==> config.mk <==
export PLATFORM = sky130hd
export DESIGN_NAME = btn_debounce
export DESIGN_NICKNAME = d
export VERILOG_FILES = /design/src/rtl/debounce_pkg.sv /design/src/rtl/debounce_timer.sv /design/src/rtl/btn_debounce.sv
export SDC_FILE = /design/constraint.sdc
export NUM_CORES = 1
export LEC_CHECK = 0
export CORE_ASPECT_RATIO = 0.9
export CORE_UTILIZATION = 35
export CTS_BUF_LIST = sky130_fd_sc_hd__clkbuf_8
export DETAILED_ROUTE_END_ITERATION = 8
export PLACE_DENSITY = 0.52
export SLEW_MARGIN = 5
export SYNTH_ARGS = -nofsm -noshare
export SYNTH_HDL_FRONTEND = slang
export SYNTH_HIERARCHICAL = 1
export SYNTH_SLANG_ARGS = --single-unit
==> constraint.sdc <==
create_clock -name clk -period 7.3 [get_ports clk]
set_input_delay 0.73 -clock clk [delete_from_list [all_inputs] [get_ports clk]]
set_output_delay 0.73 -clock clk [all_outputs]
set_load 0.03 [all_outputs]
==> src/rtl/debounce_pkg.sv <==
// Shared constants for the button debouncer: 2-bit FSM encodings and
// qualification lengths for board and simulation builds.
package debounce_pkg;

   localparam logic [1:0] S_LOW       = 2'd0;
   localparam logic [1:0] S_WAIT_HIGH = 2'd1;
   localparam logic [1:0] S_HIGH      = 2'd2;
   localparam logic [1:0] S_WAIT_LOW  = 2'd3;

   // 10 ms at 100 MHz for board builds; short window for simulation.
   localparam int unsigned STABLE_CYCLES_BOARD = 1_000_000;
   localparam int unsigned STABLE_CYCLES_SIM   = 4;

endpackage

==> src/rtl/debounce_timer.sv <==
// Qualification counter for the debouncer: clears or increments on request,
// flags done when the count reaches STABLE_CYCLES-1 (never wraps in use).
module debounce_timer #(
   parameter int unsigned STABLE_CYCLES = 4,
   parameter int unsigned CNT_W         = $clog2(STABLE_CYCLES)
) (
   input  logic             clk,
   input  logic             rst,
   input  logic             clear_i,
   input  logic             incr_i,
   output logic [CNT_W-1:0] cnt_o,
   output logic             done_o
);

   localparam logic [CNT_W-1:0] DONE_CNT = CNT_W'(STABLE_CYCLES - 1);

   logic [CNT_W-1:0] cnt_q;
   logic [CNT_W-1:0] cnt_d;

   always_comb begin
      cnt_d = cnt_q;
      if (clear_i) begin
         cnt_d = '0;
      end else if (incr_i) begin
         cnt_d = cnt_q + 1'b1;
      end
   end

   always_ff @(posedge clk) begin
      if (rst) begin
         cnt_q <= '0;
      end else begin
         cnt_q <= cnt_d;
      end
   end

   assign cnt_o  = cnt_q;
   assign done_o = (cnt_q == DONE_CNT);

endmodule

==> src/rtl/btn_debounce.sv <==
// Counter-based debouncer for a pre-synchronized switch level. Edge pulses
// are generated only when DEBOUNCE_EDGE_EN is defined; otherwise tied to 0.
module btn_debounce
   import debounce_pkg::*;
#(
   parameter int unsigned STABLE_CYCLES = STABLE_CYCLES_BOARD,
   parameter int unsigned CNT_W         = $clog2(STABLE_CYCLES)
) (
   input  logic clk,
   input  logic rst,
   input  logic din,
   output logic db_out,
   output logic rise_pulse,
   output logic fall_pulse
);

   logic [1:0]       state_q, state_d;
   logic             db_q, db_d;
   logic             tmr_clear, tmr_incr, tmr_done;
   logic [CNT_W-1:0] cnt;
`ifdef DEBOUNCE_EDGE_EN
   logic             rise_q, rise_d;
   logic             fall_q, fall_d;
`endif

   debounce_timer #(
      .STABLE_CYCLES (STABLE_CYCLES),
      .CNT_W         (CNT_W)
   ) u_timer (
      .clk     (clk),
      .rst     (rst),
      .clear_i (tmr_clear),
      .incr_i  (tmr_incr),
      .cnt_o   (cnt),
      .done_o  (tmr_done)
   );

   // Stable states hold the counter at 0, so a single increment on leaving
   // them starts the candidate run at cnt=1.
   always_comb begin
      state_d   = state_q;
      db_d      = db_q;
      tmr_clear = 1'b0;
      tmr_incr  = 1'b0;
`ifdef DEBOUNCE_EDGE_EN
      rise_d    = 1'b0;
      fall_d    = 1'b0;
`endif
      case (state_q)
         S_LOW: begin
            if (din) begin
               state_d  = S_WAIT_HIGH;
               tmr_incr = 1'b1;
            end else begin
               tmr_clear = 1'b1;
            end
         end
         S_WAIT_HIGH: begin
            if (!din) begin
               state_d   = S_LOW;
               tmr_clear = 1'b1;
            end else if (tmr_done) begin
               state_d   = S_HIGH;
               db_d      = 1'b1;
               tmr_clear = 1'b1;
`ifdef DEBOUNCE_EDGE_EN
               rise_d    = 1'b1;
`endif
            end else begin
               tmr_incr = 1'b1;
            end
         end
         S_HIGH: begin
            if (!din) begin
               state_d  = S_WAIT_LOW;
               tmr_incr = 1'b1;
            end else begin
               tmr_clear = 1'b1;
            end
         end
         S_WAIT_LOW: begin
            if (din) begin
               state_d   = S_HIGH;
               tmr_clear = 1'b1;
            end else if (tmr_done) begin
               state_d   = S_LOW;
               db_d      = 1'b0;
               tmr_clear = 1'b1;
`ifdef DEBOUNCE_EDGE_EN
               fall_d    = 1'b1;
`endif
            end else begin
               tmr_incr = 1'b1;
            end
         end
         default: begin
            state_d   = S_LOW;
            tmr_clear = 1'b1;
         end
      endcase
   end

   always_ff @(posedge clk) begin
      if (rst) begin
         state_q <= S_LOW;
         db_q    <= 1'b0;
      end else begin
         state_q <= state_d;
         db_q    <= db_d;
      end
   end

`ifdef DEBOUNCE_EDGE_EN
   always_ff @(posedge clk) begin
      if (rst) begin
         rise_q <= 1'b0;
         fall_q <= 1'b0;
      end else begin
         rise_q <= rise_d;
         fall_q <= fall_d;
      end
   end

   assign rise_pulse = rise_q;
   assign fall_pulse = fall_q;
`else
   assign rise_pulse = 1'b0;
   assign fall_pulse = 1'b0;
`endif

   assign db_out = db_q;

endmodule
==> results.md, run 1 <==
- The run finished with clean final reports.
- The number of warning messages in the yosys log is 6.
- The design draws 0.2113 mW.
- In this run the remaining antenna-violating nets after routing total 0.
- Among all cell types in the netlist, the one instantiated most often is sky130_fd_sc_hd__dfxtp_1.
- The largest vdd supply drop is 0.05906 mV.
- The power per unit of standard cell area is between 150 and 200 nW/um^2.
- The number of DRC markers in iteration 0 is 29.
- The count of final max-slew check failures is 0.
- The critical path is of the in2reg type.
- The total of cells resized after clock tree synthesis is 0.
- The total of buffers placed on input and output ports is 3.
- The vertical die dimension is around 56 um.
- The fraction of layout instances using a drive strength above 1 is 0.09023.
- The start point of the worst min-delay path is u_timer/cnt_o[19]$_SDFFE_PP0P_.
- The peak fanout along the critical path is 6.
- The synthesized flop and latch total is 23.
- The share of the yosys chip area belonging to registers is 0.4112.
- TritonCTS built the clock tree.
- Ranked by total cell area, the synthesized netlist is headed by sky130_fd_sc_hd__dfxtp_1 (41%), sky130_fd_sc_hd__nor2_1 (6.4%), sky130_fd_sc_hd__xnor2_1 (5.5%), sky130_fd_sc_hd__nand2_1 (4.0%), sky130_fd_sc_hd__a21oi_1 (3.6%).
- The count of cells along the worst hold path is 2.
- The share of the clock period used by the worst path after layout is 0.4232.
- The hold-critical path endpoint is u_timer/cnt_o[19]$_SDFFE_PP0P_.
- The non-filler instance count after layout is 175.
- Of all flip-flops after synthesis, the portion carrying an async set or reset was 0.
- Fill cells in the final layout number 332.
- The classification of the worst-slack hold path is reg2reg.
- The number of maximum-capacitance constraint violations is 0.
- Global routing finished with a remaining overflow of 0.
- The number of clock sinks seen by CTS is 23.
- In this run the critical register-to-register path is captured at u_timer/cnt_o[13]$_SDFFE_PP0P_.
- The full die area is 3430 um^2.
- The via count of the first global-routing pass came to a little over 800.
- The repair_antennas step left the layout with diodes totalling 0.
- After legalization and detailed placement, the total HPWL measured 1434 um.
- The layout overhead on the synthesized area is 9.050%.
- The post-synthesis cell type count is 36.
- Setup repair after global routing left no endpoint under its margin.
- The via density per instance is between 5 and 6.
- Adding up every negative setup slack in the final design gives 0 ps.
- The synthesized netlist occupies a cell area of 1120 um^2.
- The multi-input gate area in the final layout is roughly 620 um^2.
- The peak clock frequency supported by timing is 323.7 MHz.
- The worst path needs 3089 ps of the cycle, external delays included.
- Data arrives at the worst endpoint at 3240 ps.
- The final clock skew is 0.7747 ps.
- Setup violations remaining at the end of the flow were counted as 0.
- The analysis attributes to cell leakage a power of 0.4467 nW.
- In this run the deepest clock path goes through 2 buffers.
- sky130_fd_sc_hd__dfxtp_1 takes more of the synthesized area than any other cell.
- After layout, the worst setup slack is approximately 4200 ps.
- The first detailed-routing pass ran for 4 iterations.
- The critical path launch point type is an input port.
- The synthesized netlist cell count is 131.
- In this run, CTS created clock tree buffers numbering 3.
- In this run the register-to-register setup slack is 4490 ps.
- The number of antenna violations at the first check in global routing is 0.
- The final layout net count is 138.
- The endpoint class of the critical path is a flop.
- For this block, the routed nets add up to between 1500 and 2000 um of wire.
- Yosys mapped a number of flops with a built-in enable equal to 0.
- Timing analysis after detailed placement gives a worst setup slack of 3943 ps.
- The total vias in the final route is 879.
- The total routing resource utilization after global routing is 0.1336.
- Entering global routing, the biggest net connects 21 pins.
- In the routed design, unresolved DRC markers number 0.
- The final count of hold timing violations is 0.
- The register area is approximately 460 um^2.
- The site row count is 19.
- The initial utilization of the core area, before any placement, comes to 0.3680.
- The measured slew at the worst slew-check pin is 907.7 ps.
- CTS built an H-tree with a depth of 1.
- The core outline area is 3043 um^2.
- For the worst setup path, the data required time is around 7500 ps.
- After detailed routing, the average wire length per cell comes to about 11 um.
- The mean instance size in the synthesized netlist is 8.548 um^2.
- For this design, the CTS-stage hold fixing added 0 buffers.
- The worst slew margin relative to its limit is 0.3893.
- The cell count of the worst reg-to-reg path is 8.
- The clock root buffer is sky130_fd_sc_hd__clkbuf_8.
- Ranked by instance count, the synthesized netlist is headed by sky130_fd_sc_hd__dfxtp_1 (23), sky130_fd_sc_hd__nor2_1 (19), sky130_fd_sc_hd__nand2_1 (12), sky130_fd_sc_hd__a21oi_1 (8), sky130_fd_sc_hd__xnor2_1 (7).
- After clock tree synthesis, the clock-pin slew on the worst setup and hold paths is 80 ps.
- In the synthesized netlist the dominant register cell turns out to be sky130_fd_sc_hd__dfxtp_1.
- In this run the critical register-to-register path is launched from u_timer/cnt_o[0]$_SDFFE_PP0P_.
- The insertion delay of the later-clocked pin in the worst-skew pair is 250 ps.
- The congestion estimate from routability-driven global placement came to between 0.7 and 0.8.
- During I/O placement, the number of pins put on the boundary was 6.
- The proportion of netlist area held by the largest area contributor is 0.4112.
- Measured along the x axis, the die boundary spans about 62 um.
- The number of cells after detailed placement is 171.
- The number of setup buffers added after CTS is 0.
- The first global-routing pass estimated 3456 um of wire.
-- final cells by class --
cell class,count,area share
multi-input cells,100,0.5092
flip-flops and latches,23,0.3770
well taps,42,0.04303
clock buffers,3,0.03381
repair buffers,3,0.02459
inverters,3,0.009221
clock inverters,1,0.003074
-- worst max-delay path by stage --
| stage | from | to | slack [ps] | depth (start not counted) |
|---|---|---|---|---|
| detailed placement | din | u_timer/cnt_o[13]$_SDFFE_PP0P_ | 3940 | 7 |
| floorplan | din | u_timer/cnt_o[19]$_SDFFE_PP0P_ | 4820 | 6 |
| global placement | din | u_timer/cnt_o[13]$_SDFFE_PP0P_ | 4080 | 7 |
| global route | din | u_timer/cnt_o[17]$_SDFFE_PP0P_ | 3980 | 7 |
| CTS | din | u_timer/cnt_o[13]$_SDFFE_PP0P_ | 4220 | 7 |
| finish | din | u_timer/cnt_o[13]$_SDFFE_PP0P_ | 4210 | 7 |
-- layout by cell type, fill, tap and decap left out, drive strengths merged, types with 7 or more instances in the layout --
cell   count
dfxtp     23
xnor2      7
nor2      19
nand2     12
a21oi      8
-- logic make-up (layout without fill, tap and decap cells) --
logic type	count (synthesis)	in the layout	synth area share
xor+xnor	11	11	0.08603
simple gates	60	60	0.2860
fa+ha+maj	1	1	0.01117
buf+inv	9	10	0.03686
flops	23	23	0.4112
compound gates	25	25	0.1564
mux	1	1	0.008939
other cells	1	2	0.003349
-- power by group --
group	internal [mW]	leakage [nW]	total (mW)	switching, mW
logic	0.00306	0.234	0.00915	0.00609
registers	0.126	0.186	0.127	0.000966
clock network	0.0374	0.0269	0.0752	0.0378
-- registers in the layout, indices dropped and copies added (netlist names), named ones only --
signal,count
state_q,1
db_out,1
u_timer/cnt_o,20
-- metal layers --
metal	up-vias	global-route usage	wire, um
li1	469	-	-
met4	0	0.05714	18
met5	-	0	0
met3	2	0.02791	38
met2	8	0.1905	824
met1	400	0.1916	1089
-- worst max-delay path: stages --
cell and delay, ps:
sky130_fd_sc_hd__clkdlybuf4s50_1 470, sky130_fd_sc_hd__xnor2_1 190, sky130_fd_sc_hd__a21oi_1 390, sky130_fd_sc_hd__nand3_1 240, sky130_fd_sc_hd__nor4_1 830, sky130_fd_sc_hd__a31oi_1 170
sky130_fd_sc_hd__a41o_1 230
-- per-stage QoR --
step	util	hold WS, ps	area, um^2
after floorplan	-	453.4	1124
after global placement	0.3865	483.1	1176
after detailed placement	0.3865	506.4	1176
after CTS	0.4013	518.4	1221
after global routing	0.4013	544.2	1221
final	0.4013	519.1	1221
Power figures use the tool's default switching activity.
==> inputs of run 2 (changes only) <==
--- a/config.mk
+++ b/config.mk
@@ -9,7 +9,7 @@
 export CORE_UTILIZATION = 35
 export CTS_BUF_LIST = sky130_fd_sc_hd__clkbuf_8
 export DETAILED_ROUTE_END_ITERATION = 8
-export PLACE_DENSITY = 0.52
+export PLACE_DENSITY = 0.54
 export SLEW_MARGIN = 5
 export SYNTH_ARGS = -nofsm -noshare
 export SYNTH_HDL_FRONTEND = slang
==> constraint.sdc (replaced) <==
create_clock -name clk -period 2.8 [get_ports clk]
set_input_delay 0.28 -clock clk [delete_from_list [all_inputs] [get_ports clk]]
set_output_delay 0.28 -clock clk [all_outputs]
set_load 0.03 [all_outputs]
==> run 2 against run 1 <==
  * Via count rose by 4.8%
  * Largest power group unchanged
  * Critical path depth up 1
  * Clock skew rose by 3.9 ps
  * Clock-buffer cell count did not move
==> results.md, run 2 (same netlist as run 1, synthesis figures left out) <==
- The number of buffers inserted for hold repair after clock tree synthesis is 0 (unchanged).
- The endpoint class of the critical path was a flop (unchanged).
- The cell count of the worst reg-to-reg path came to 8 (unchanged).
- The routed length per instance is 11.37 um (was 11.26 um).
- The number of buffers between clock root and the deepest sink came to 2 (unchanged).
- The number of cells after detailed placement is 175 (was 171).
- The number of antenna violations at the first check in global routing came to 0 (unchanged).
- The worst path arrival time was 2440 ps (was 3240 ps).
- The sum of overflow across all layers after global routing is 0 (unchanged).
- The via density per instance was 5.145 (was 5.023).
- The layout overhead on the synthesized area was 11.73% (was 9.050%).
- The total number of H-tree levels is 1 (unchanged).
- The number of clock sinks seen by CTS is 23 (unchanged).
- The final clock skew is 4.646 ps (was 0.7747 ps).
- The full die area is 3430 um^2 (unchanged).
- The core outline area is 3043 um^2 (unchanged).
- The count of final max-slew check failures is 0 (unchanged).
- The TritonCTS clock tree is yes (unchanged).
- The multi-input gate area in the final layout is 621.8 um^2 (unchanged).
- The classification of the worst-slack hold path is reg2reg (unchanged).
- The power per unit of standard cell area came to 441.4 nW/um^2 (was 173.0 nW/um^2).
- The fraction of layout instances using a drive strength above 1 is 0.1168 (was 0.09023).
- The flip-flop count of the largest register after layout is 20 (unchanged).
- The final HPWL from detailed placement is 1429 um (was 1434 um).
- The register area is 460.4 um^2 (unchanged).
- The total routing resource utilization after global routing came to 0.1332 (was 0.1336).
- The via count of the first global-routing pass came to 818 (was 810).
- The largest net degree at the start of global routing came to 21 (unchanged).
- The count of cells along the worst hold path is 2 (unchanged).
- The site row count is 19 (unchanged).
- The peak fanout along the critical path was 20 (was 6).
- The final count of hold timing violations is 0 (unchanged).
- The total of buffers placed on input and output ports is 3 (unchanged).
- The static leakage power came to 0.4679 nW (was 0.4467 nW).
- The x dimension of the die is 61.63 um (unchanged).
- The number of inserted filler cells in the final layout is 335 (was 332).
- The share of the clock period used by the worst path after layout is 0.8154.
- The library cell contributing the largest single delay on the critical path is sky130_fd_sc_hd__dfxtp_1 (was sky130_fd_sc_hd__nor4_1).
- The final routed wirelength across all metal layers is 2035 um (was 1971 um).
- The final layout net count is 142 (was 138).
- The setup violation total in the final timing report came to 0 (unchanged).
- Setup repair after global routing missed its margin: false (unchanged).
- The clock transition at the registers of the reported paths is 80 ps (about the same).
- Run status: completed (unchanged).
- The worst path required time came to 2960 ps (was 7450 ps).
- The remaining antenna violation count after routing is 0 (unchanged).
- The non-filler instance count after layout came to 179 (was 175).
- The number of maximum-capacitance constraint violations is 0 (unchanged).
- The most common cell after layout, fill and taps aside is sky130_fd_sc_hd__dfxtp_1 (unchanged).
- The number of top-level design ports was 6 (unchanged).
- The largest vdd supply drop is 0.1595 mV (was 0.05906 mV).
- Highest-count cells in the layout ignoring fill and taps: sky130_fd_sc_hd__dfxtp_1 (23), sky130_fd_sc_hd__nor2_1 (19), sky130_fd_sc_hd__nand2_1 (12) (unchanged).
- The total of cells resized after clock tree synthesis is 0 (unchanged).
- The clock root buffer was sky130_fd_sc_hd__clkbuf_8 (unchanged).
- The peak clock frequency supported by timing is 438.0 MHz.
- The total CTS buffers is 3 (unchanged).
- The vertical die dimension was 55.66 um (unchanged).
- The number of diodes is 0 (unchanged).
- The shortest clock period the worst path allows after layout is 2283 ps.
- The number of DRC violations after detailed routing is 0 (unchanged).
- The critical path launch point type is a flop (was input port).
- The global-route wire length before repair is 3450 um (was 3456 um).
- The largest stage delay on the critical path is 390 ps (was 830 ps).
- The total vias in the final route is 921 (was 879).
- The last weighted congestion value of the routability-driven placer came to 0.7620 (was 0.7855).
- The number of iterations in the first detailed-routing pass is 4 (unchanged).
- Cell chain of the critical path: nor4_1 > nand4b_1 > nor3_1 > buf_4 > a21o_2 > or2_2 > nor2_1 > a31o_2 (was clkdlybuf4s50_1 > xnor2_1 > a21oi_1 > nand3_1 > nor4_1 > a31oi_1 > a41o_1).
- The kind of critical path is reg2reg (was in2reg).
- The final sum of negative setup slack came to 0 ps (unchanged).
- The number of buffers inserted by post-CTS setup repair was 0 (unchanged).
- The insertion delay of the later-clocked pin in the worst-skew pair is 260 ps (was 250 ps).
- The starting density of the core was 0.3680 (unchanged).
- The number of DRC markers in iteration 0 is 85 (was 29).
[run 2: cell types whose count changed in the layout (fill, tap and decap cells not counted)]
cell                    change
sky130_fd_sc_hd__buf_4      +4
[run 2: stage by stage]
stage               cell area, um^2    util  hold slack (ps)  setup WS, ps  power, mW
floorplan                      1124       -            349.1         353.3     0.3579
global placement               1206  0.3964            480.7         452.3     0.3639
detailed placement             1206  0.3964            476.1         397.6     0.3645
CTS                            1251  0.4112            498.0         513.7     0.5637
global route                   1251  0.4112            526.5         295.0     0.5817
finish                         1251  0.4112            489.9         516.9     0.5522
[run 2: report_power, final]
part	leakage (nW)	switching, mW	internal [mW]
sequential	0.186	0.00259	0.329
combinational	0.255	0.0165	0.00890
clock	0.0269	0.0980	0.0976
total	0.468	0.117	0.435
[run 2: final cells by class]
type | count | area share
clock buffer | 3 | 0.03300
clock inverter | 1 | 0.003000
inverter | 3 | 0.009000
multi-input combinational | 100 | 0.4970
sequential | 23 | 0.3680
tap | 42 | 0.04200
timing repair buffer | 7 | 0.04800
[run 2: routing by layer]
metal	vias to the layer above	global-route usage	share of wire
met4	0	0.06667	0.011
li1	478	-	-
met5	-	0	0
met2	13	0.1920	0.44
met3	2	0.02791	0.031
met1	428	0.1846	0.52
[run 2: worst paths after layout]
kind / slack, ps / end / startpoint
worst max-delay path: 520 / u_timer/cnt_o[14]$_SDFFE_PP0P_ / u_timer/cnt_o[11]$_SDFFE_PP0P_
worst min-delay path: 490 / u_timer/cnt_o[19]$_SDFFE_PP0P_ / u_timer/cnt_o[19]$_SDFFE_PP0P_
worst max register to register: 520 / u_timer/cnt_o[14]$_SDFFE_PP0P_ / u_timer/cnt_o[11]$_SDFFE_PP0P_
worst min register to register: 490 / u_timer/cnt_o[19]$_SDFFE_PP0P_ / u_timer/cnt_o[19]$_SDFFE_PP0P_
[run 2: worst max-delay path, delay by kind of cell (launching register included)]
family	cells	cell delay (ps)
AO/OA/AOI/OAI	2	380
buffers and inverters	1	190
flip-flops	1	390
AND/OR/NAND/NOR	5	1220
==> inputs of run 3 (changes only) <==
==> constraint.sdc (replaced) <==
create_clock -name clk -period 2.1 [get_ports clk]
set_input_delay 0.21 -clock clk [delete_from_list [all_inputs] [get_ports clk]]
set_output_delay 0.21 -clock clk [all_outputs]
set_load 0.03 [all_outputs]
==> run 3 against run 2 <==
  * Maximum frequency is 18% higher
  * Setup slack lost 350 ps
  * First-iteration DRC count fell by 78%
==> results.md, run 3 (same netlist as run 1, synthesis figures left out) <==
- The largest vdd supply drop came to 0.2211 mV (was 0.1595 mV).
- The static leakage power was 0.5627 nW (was 0.4679 nW).
- The power per unit of standard cell area is 534.1 nW/um^2 (was 441.4 nW/um^2).
- The number of clock sinks seen by CTS is 23 (unchanged).
- The setup violation total in the final timing report is 0 (unchanged).
- The non-filler instance count after layout is 193 (was 179).
- The via count of the first global-routing pass is 884 (was 818).
- The classification of the worst-slack hold path is reg2reg (unchanged).
- The number of maximum-capacitance constraint violations is 0 (unchanged).
- Setup repair after global routing missed its margin: false (unchanged).
- The remaining antenna violation count after routing is 0 (unchanged).
- The last weighted congestion value of the routability-driven placer is 0.7322 (was 0.7620).
- Cell chain of the critical path: ha_2 > nand4b_1 > nor3_4 > a21oi_4 > nand3_2 > or4_4 > or3_1 > a21oi_1 (was nor4_1 > nand4b_1 > nor3_1 > buf_4 > a21o_2 > or2_2 > nor2_1 > a31o_2).
- The site row count is 19 (unchanged).
- The final sum of negative setup slack is 0 ps (unchanged).
- The share of the clock period used by the worst path after layout is 0.9187 (was 0.8154).
- The peak clock frequency supported by timing is 518.4 MHz (was 438.0 MHz).
- The number of iterations in the first detailed-routing pass came to 4 (unchanged).
- The peak fanout along the critical path is 4 (was 20).
- The number of buffers between clock root and the deepest sink was 2 (unchanged).
- The final HPWL from detailed placement was 1675 um (was 1429 um).
- The number of antenna violations at the first check in global routing was 0 (unchanged).
- The total number of H-tree levels came to 1 (unchanged).
- The number of diodes is 0 (unchanged).
- The shortest clock period the worst path allows after layout is 1929 ps (was 2283 ps).
- The final layout net count is 156 (was 142).
- The layout overhead on the synthesized area is 26.37% (was 11.73%).
- The number of DRC violations after detailed routing is 0 (unchanged).
- The largest net degree at the start of global routing is 14 (was 21).
- The insertion delay of the later-clocked pin in the worst-skew pair is 260 ps (about the same).
- The total vias in the final route is 975 (was 921).
- The worst path required time is 2300 ps (was 2960 ps).
- The largest stage delay on the critical path is 430 ps (was 390 ps).
- The library cell contributing the largest single delay on the critical path was sky130_fd_sc_hd__or4_4 (was sky130_fd_sc_hd__dfxtp_1).
- The vertical die dimension is 55.66 um (unchanged).
- The number of DRC markers in iteration 0 is 19 (was 85).
- The TritonCTS clock tree is yes (unchanged).
- The number of top-level design ports came to 6 (unchanged).
- The x dimension of the die was 61.63 um (unchanged).
- The clock transition at the registers of the reported paths is 80 ps (about the same).
- The total CTS buffers is 3 (unchanged).
- The full die area is 3430 um^2 (unchanged).
- The final count of hold timing violations is 0 (unchanged).
- The end-of-flow core utilization is 0.4650 (was 0.4112).
- The count of final max-slew check failures came to 0 (unchanged).
- The total routing resource utilization after global routing came to 0.1493 (was 0.1332).
- Run status: completed (unchanged).
- The critical path launch point type is a flop (unchanged).
- The starting density of the core was 0.3680 (unchanged).
- The fraction of layout instances using a drive strength above 1 was 0.2715 (was 0.1168).
- The routed length per instance is 11.58 um (was 11.37 um).
- The core outline area is 3043 um^2 (unchanged).
- The kind of critical path is reg2reg (unchanged).
- The total of buffers placed on input and output ports was 3 (unchanged).
- The global-route wire length before repair came to 3801 um (was 3450 um).
- The clock root buffer is sky130_fd_sc_hd__clkbuf_8 (unchanged).
- The worst path arrival time is 2130 ps (was 2440 ps).
- The final routed wirelength across all metal layers is 2235 um (was 2035 um).
- The number of cells after detailed placement is 189 (was 175).
- The via density per instance came to 5.052 (was 5.145).
- The final clock skew is 1.973 ps (was 4.646 ps).
- Highest-count cells in the layout ignoring fill and taps: sky130_fd_sc_hd__dfxtp_1 (20), sky130_fd_sc_hd__nor2_1 (19), sky130_fd_sc_hd__buf_4 (17) (was sky130_fd_sc_hd__dfxtp_1 (23), sky130_fd_sc_hd__nor2_1 (19), sky130_fd_sc_hd__nand2_1 (12)).
- The most common cell after layout, fill and taps aside is sky130_fd_sc_hd__dfxtp_1 (unchanged).
- The endpoint class of the critical path was a flop (unchanged).
- The flip-flop count of the largest register after layout is 20 (unchanged).
- The sum of overflow across all layers after global routing is 0 (unchanged).
run 3: changes by cell type in the layout (fill, tap and decap cells not counted), sizes merged:
cell	before	now
buf	4	18
run 3: cell type report:
type	instances	area [um^2]
well taps	42	52.55
inverters	3	11.26
clock buffers	3	41.29
fillers	318	1628
flip-flops and latches	23	464.2
clock inverters	1	3.754
repair buffers	21	168.9
multi-input cells	100	673.1
run 3: final timing paths:
check	start	end	slack, ps	depth (start not counted)
min reg2reg	u_timer/cnt_o[19]$_SDFFE_PP0P_	u_timer/cnt_o[19]$_SDFFE_PP0P_	500	2
min	u_timer/cnt_o[19]$_SDFFE_PP0P_	u_timer/cnt_o[19]$_SDFFE_PP0P_	500	2
max	u_timer/cnt_o[0]$_SDFFE_PP0P_	u_timer/cnt_o[19]$_SDFFE_PP0P_	170	8
max reg2reg	u_timer/cnt_o[0]$_SDFFE_PP0P_	u_timer/cnt_o[19]$_SDFFE_PP0P_	170	8
run 3: routing by layer:
metal  GRT usage  routed length [um]  vias up
li1            -                   -      506
met1      0.2058                1093      443
met2      0.2181                1008       21
met3     0.02791                  74        5
met4     0.07619                  59        0
met5           0                   0        -
run 3: what timing repair did:
| item | in CTS | in global routing |
|---|---|---|
| hold buffers | 0 | 0 |
| setup endpoints to repair | 0 | 19 |
| buffers inserted | 0 | 0 |
| gates resized for setup | 0 | 8 |
run 3: report_power, final:
part / switching [mW] / total [mW] / internal, mW
combinational: 0.0249 / 0.0423 / 0.0175
sequential: 0.00323 / 0.441 / 0.438
clock: 0.141 / 0.272 / 0.131
run 3: critical path, delay by kind of cell, from the launching register on:
family / cells / cell delay (ps)
DFF: 1 / 330
and+or+nand+nor: 5 / 1070
adders and majority gates: 1 / 200
AOI/OAI and AO/OA: 2 / 260
run 3: stage by stage:
step / total power [mW] / instance area (um^2) / worst slack [ps] / hold WS, ps
after detailed placement: 0.4931 / 1341 / -115.2 / 494.2
after floorplan: 0.4799 / 1160 / -0.8700 / 279.1
after global routing: 0.7946 / 1415 / 31.84 / 528.0
after global placement: 0.4922 / 1341 / -71.47 / 484.2
final: 0.7558 / 1415 / 170.8 / 501.4
after CTS: 0.7710 / 1386 / 41.51 / 511.5
